### src/rtl/sipo_deserializer.sv
// Serial-in/parallel-out word assembler: collects framed serial bits into WIDTH-bit words
// and presents each completed word on a registered valid/ready output.
`timescale 1ns/1ps
module sipo_deserializer #(
  parameter int unsigned WIDTH     = 8,
  parameter bit          MSB_FIRST = 1'b1
) (
  input  logic             clk,
  input  logic             rst,
  input  logic             bit_in,
  input  logic             bit_valid,
  input  logic             frame_start,
  input  logic             clr_flags,
  output logic [WIDTH-1:0] dout,
  output logic             dout_valid,
  input  logic             dout_ready,
  output logic             busy,
  output logic             overrun,
  output logic             sync_err
);

  localparam int unsigned   CW   = $clog2(WIDTH);
  localparam logic [CW-1:0] LAST = CW'(WIDTH - 1);

  typedef enum logic {IDLE = 1'b0, SHIFT = 1'b1} state_t;

  state_t           r_state, w_state_nxt;
  logic [WIDTH-1:0] r_sh, w_sh_nxt, w_shifted, w_first;
  logic [CW-1:0]    r_cnt, w_cnt_nxt;
  logic             w_complete, w_sync_set, w_accept, w_drop;

  // w_shifted is the register with this bit appended; w_first starts a fresh word.
  always_comb begin
    if (MSB_FIRST) begin
      w_shifted = {r_sh[WIDTH-2:0], bit_in};
      w_first   = {{(WIDTH-1){1'b0}}, bit_in};
    end else begin
      w_shifted = {bit_in, r_sh[WIDTH-1:1]};
      w_first   = {bit_in, {(WIDTH-1){1'b0}}};
    end
  end

  always_comb begin
    w_state_nxt = r_state;
    w_sh_nxt    = r_sh;
    w_cnt_nxt   = r_cnt;
    w_complete  = 1'b0;
    w_sync_set  = 1'b0;
    case (r_state)
      IDLE: begin
        if (bit_valid && frame_start) begin
          w_sh_nxt    = w_first;
          w_cnt_nxt   = CW'(1);
          w_state_nxt = SHIFT;
        end
      end
      SHIFT: begin
        if (bit_valid) begin
          if (frame_start) begin
            w_sync_set = 1'b1;
            w_sh_nxt   = w_first;
            w_cnt_nxt  = CW'(1);
          end else if (r_cnt == LAST) begin
            w_complete  = 1'b1;
            w_sh_nxt    = '0;
            w_cnt_nxt   = '0;
            w_state_nxt = IDLE;
          end else begin
            w_sh_nxt  = w_shifted;
            w_cnt_nxt = r_cnt + CW'(1);
          end
        end
      end
      default: w_state_nxt = IDLE;
    endcase
  end

  // A finished word replaces the held one only if the slot is free or being consumed now.
  assign w_accept = w_complete && (!dout_valid || dout_ready);
  assign w_drop   = w_complete && dout_valid && !dout_ready;

  always_ff @(posedge clk or posedge rst) begin
    if (rst) begin
      r_state    <= IDLE;
      r_sh       <= '0;
      r_cnt      <= '0;
      dout       <= '0;
      dout_valid <= 1'b0;
      busy       <= 1'b0;
      overrun    <= 1'b0;
      sync_err   <= 1'b0;
    end else begin
      r_state <= w_state_nxt;
      r_sh    <= w_sh_nxt;
      r_cnt   <= w_cnt_nxt;
      busy    <= (w_state_nxt == SHIFT);

      if (w_accept) begin
        dout       <= w_shifted;
        dout_valid <= 1'b1;
      end else if (dout_valid && dout_ready) begin
        dout_valid <= 1'b0;
      end

      if (w_drop)          overrun <= 1'b1;
      else if (clr_flags)  overrun <= 1'b0;

      if (w_sync_set)      sync_err <= 1'b1;
      else if (clr_flags)  sync_err <= 1'b0;
    end
  end

endmodule

### config.mk
export PLATFORM = sky130hd
export DESIGN_NAME = sipo_deserializer
export DESIGN_NICKNAME = d
export VERILOG_FILES = /design/src/rtl/sipo_deserializer.sv
export SDC_FILE = /design/constraint.sdc
export NUM_CORES = 1
export LEC_CHECK = 0
export ABC_AREA = 1
export ABC_CLOCK_PERIOD_IN_PS = 3450
export CAP_MARGIN = 20
export CORE_MARGIN = 4
export CORE_UTILIZATION = 59
export CTS_BUF_LIST = sky130_fd_sc_hd__clkbuf_4 sky130_fd_sc_hd__clkbuf_8 sky130_fd_sc_hd__clkbuf_16
export DETAILED_ROUTE_END_ITERATION = 8
export DONT_BUFFER_PORTS = 1
export PLACE_DENSITY = 0.75
export SLEW_MARGIN = 15
export SYNTH_ARGS = -nofsm -noshare
export SYNTH_HDL_FRONTEND = slang
export SYNTH_SLANG_ARGS = --single-unit
### constraint.sdc
create_clock -name clk -period 3.45 [get_ports clk]
set_clock_uncertainty 0.2 [all_clocks]
set_input_delay 0.345 -clock clk [delete_from_list [all_inputs] [get_ports clk]]
set_output_delay 0.345 -clock clk [all_outputs]
set_load 0.005 [all_outputs]
# [After elaboration in Yosys (flattened, before gate mapping)]
# Index checks and enable logic that the tools add are counted.
[word_totals] register_bits=22 inputBits=7 output_inout_bits=12
[op_classes] n_addsub=1 n_eq_ne=3 n_mux=27 n_bitwise=1 n_reduce_logical=12
[ops] cell="$mux 7" n=4
[ops] cell="$mux 1" n=16
[ops] cell="$pmux 7 s2" n=1
[ops] cell="$mux 3" n=4
[ops] cell="$pmux 3 s2" n=1
[ops] cell="$reduce_bool 2->1" n=3
[ops] cell="$logic_and 1x1->1" n=5
[ops] cell="$ne 2x2->1 const B" n=2
[ops] cell="$add 3x1->3 const B" n=1
[ops] cell="$eq 3x3->1 const B" n=1
[ops] cell="$logic_not 1->1" n=2
[ops] cell="$pmux 1 s2" n=1
[ops] cell="$reduce_and 2->1" n=1
[ops] cell="$logic_or 1x1->1" n=1
[ops] cell="$not 1->1" n=1

# [Depth between registers and ports, before layout]
[depth] depth_word=8 depth_mapped=7 mapped_depth_nobuf=7

# [Least setup slack after synthesis]
# OpenSTA, ideal clock, no wires.
[synth_path] kind="flip-flop to flip-flop" start="reg r_cnt[0]" end="reg dout[0]" arrival_ps=1126 slack_ps=2008 path_stages_with_launch=8 n_path_buf=0 synth_period_minus_slack_ps=1442 path_cell_list="dfrtp_1 -> ha_1 -> ha_1 -> inv_2 -> nor2_4 -> nand3_4 -> nand2_1 -> nand2_1"
[synth_via] elab_chain_cells=6
[synth_lines] item="start, declared" line="29" rtl="logic [CW-1:0] r_cnt, w_cnt_nxt;"
[synth_lines] item="start signal, assigned" line="95" rtl="r_cnt <= w_cnt_nxt;"
[synth_lines] item="$eq 3x3->1" line="63" rtl="end else if (r_cnt == LAST) begin"
[synth_lines] item="$mux 1" line="63"
[synth_lines] item="$mux 1" line="59" rtl="if (frame_start) begin"
[synth_lines] item="$mux 1" line="58" rtl="if (bit_valid) begin"
[synth_lines] item="$mux 1" line="49" rtl="case (r_state)"
[synth_lines] item="$logic_and 1x1->1" line="79" rtl="assign w_accept = w_complete && (!dout_valid || dout_ready);"
[synth_lines] item="end signal, assigned" line="99" rtl="dout <= w_shifted;"
[synth_lines] item="end, declared" line="14" rtl="output logic [WIDTH-1:0] dout,"
# No other way between the ends.
# A chain may end at the register's enable or synchronous reset.

# [Worst setup path after layout]
[layout_path] start="reg r_cnt[0]" end="reg dout[2]"
# The elaborated chain is that of the path after synthesis.

==> impl_results.md <==
* Clock power frac at 0.378
* Crit path DAT at 1600 ps
* Routed wire length at 1.79 mm
* Routability cong. at 0.751
* Switch share at 0.223
* Place WS at 1870 ps
* CP startpoint kind: flip-flop
* Core outline area at 0.00152 mm²
* Max IR drop VDD at 0.000333 V
* Total grt overflow at 0
* Max Cap Violations at 0
* Top cell type's share of synthesized area at 0.567
* Buffer levels on the longest clock path at 2
* Clock-pin slew on the worst setup and hold paths at 120 ps
* Layout cell share with drive strength beyond 1 at 0.142
* Endpoint type of the worst setup path: flip-flop
* Vias at 695
* Worst Path Buf+Inv at 1
* Synth Instances at 106
* Leakage at 0.604 nW
* CTS Buf Count at 3
* First-pass DRT Iterations at 4
* Worst hold path type: input pin to flip-flop
* Fillers at 113
* Crit path max fanout at 8
* Synthesized area per cell at 9.16 µm²
* Routed wire per std cell at 13.8 µm
* Crit path max-delay family: adder cells
* Post-CTS Setup Bufs at 0
* Slew Limit Fails at 0
* Crit share post-route at 0.459
* Die height at 48.6 µm
* Hold path start: frame_start
* Number of flops mapped to enable cells by yosys at 0
* CP required at 3460 ps
* Die area at 0.00236 mm²
* Initial Utilization at 0.637
* FF-to-FF Start: r_cnt[0]
* CTS tree: done
* Cell taking the most area after synthesis: dfrtp_1
* Worst slew pin tran at 783 ps
* Max-slew headroom at 0.477
* GRT Total Usage at 0.166
* PortBufs at 0
* Sum Neg Setup Slack at 0 ps
* Area growth from synthesis to layout at 11.1%
* Synth unique cells at 16
* DRC at 0
* Syn. warnings at 0
* Dominant cells by area after synthesis: dfrtp_1, nand2_1, nand3_1
* PwrDens at 481 mW/mm²
* Synth Flop Type: dfrtp_1
* Setup Viol. Count Final at 0
* Maximum clock frequency at 631 MHz
* # resized after CTS at 0
* Clock root cell: clkbuf_4
* # clock sinks at 22
* Commonest cells post-synth: nand2_1, dfrtp_1, nand3_1
* Slack of the critical path at 1870 ps
* Synthesized cell area at 971 µm²
* Final hold vios at 0
* Global-route wire length before repair at 3.09 mm
* Critical path origin: r_cnt[0]
* #FFs+latches synth at 22
* Row count at 14
* Largest net degree at the start of global routing at 23
* Part of the Yosys area used for sequential elements at 0.567
* CTS Hold Bufs at 4
* Count leader, synth: nand2_1
* Initial DRC count at 6
* DP HPWL at 1.19 mm
* Status: finished, final reports clean
* I/O pins at 19
* Initial antenna violation count at 0
* CTS H-tree depth at 1
* P_sw at 0.000116 W
* Slowest cell delay on critical path at 400 ps
* Sequential share of power at 0.542
* Minimum clock period at 1580 ps
* Critical path class: flip-flop to flip-flop
* Post-DRT Antenna Nets at 0
* CP Cell Sequence: ha_1 > ha_1 > inv_2 > nor2_4 > nand3_4 > nand2_1 > nand2_1
* Vias per cell at 5.39
* Comb power frac at 0.080
* Nets@finish at 123
* Synthesized Nets at 115
* Worst-path cell with the longest stage delay: dfrtp_1
* Internal power at 0.000403 W
* Worst skew pair latency at 310 ps
* RSZ-0062 raised after global routing: false
* Die width at 48.6 µm
* Vias in the first global route at 669
* N_diodes at 0
* Fraction of registers with async set/reset at 1.00
-- per-stage QoR --
step,total power [W],instances,util,hold slack (ps),instance area (µm²)
3_3_place_gp,0.000321,121,0.647,222,986
2_1_floorplan,0.000314,106,-,134,971
6_report,0.000519,129,0.708,24.8,1080
5_1_grt,0.000543,129,0.708,22.5,1080
4_1_cts,0.000518,129,0.708,24.3,1080
3_5_place_dp,0.000323,121,0.647,223,986
-- routing by layer --
layer	wire length, µm	GRT usage	vias to the layer above
met1	805	0.216	322
met3	80	0.0429	5
met4	38	0.0762	0
met2	860	0.257	19
li1	-	-	349
met5	0	0	-
-- registers in the layout (all words and copies together), names as in the netlist --
signal      count
dout            8
overrun         1
r_cnt           3
r_state         1
r_sh            7
dout_valid      1
sync_err        1
-- layout by cell type (no fill, tap or decap), drive strengths merged --
master / count
a21oi: 1
bufinv: 1
clkbuf: 3
dfrtp: 22
dlygate4sd3: 4
ha: 2
inv: 9
nand2: 47
nand3: 17
nor2: 5
o21ai: 1
o22ai: 1
-- final timing paths --
| check | cells after the start | to | slack (ps) |
|---|---|---|---|
| max in group asynchronous | 2 | r_cnt[0] | 2140 |
| min in group asynchronous | 2 | dout[3] | 420 |
| max reg2reg | 7 | dout[2] | 1870 |
| min | 3 | overrun | 20 |
| min reg2reg | 2 | r_cnt[2] | 300 |
| max | 7 | dout[2] | 1870 |
-- power by group through the flow --
stage               sequential [W]  clock, W  combinational, W
finish                    0.000281  0.000196         0.0000414
global route              0.000283  0.000211         0.0000484
CTS                       0.000281  0.000196         0.0000411
detailed placement        0.000286         0         0.0000370
global placement          0.000285         0         0.0000361
floorplan                 0.000283         0         0.0000309
-- kinds of logic after synthesis --
| group | share of synthesized area |
|---|---|
| simple gates | 0.347 |
| compound gates | 0.0206 |
| fa+ha+maj | 0.0258 |
| flops | 0.567 |
| buf+inv | 0.0399 |
-- tightest hold or removal path, stage by stage --
cell and delay (ps):
nor2_4 30, nand2_1 80, o21ai_2 50
-- area by class of cell --
type,instances,area (µm²),share of cell area
Inverter,9,33.8,0.0313
Multi-Input combinational cell,74,382,0.354
Clock buffer,3,22.5,0.0209
Timing Repair Buffer,4,40.0,0.0371
Tap cell,16,20.0,0.0186
Clock inverter,1,30.0,0.0278
Sequential cell,22,551,0.510
Note: power is estimated with default switching activity, not from simulation.
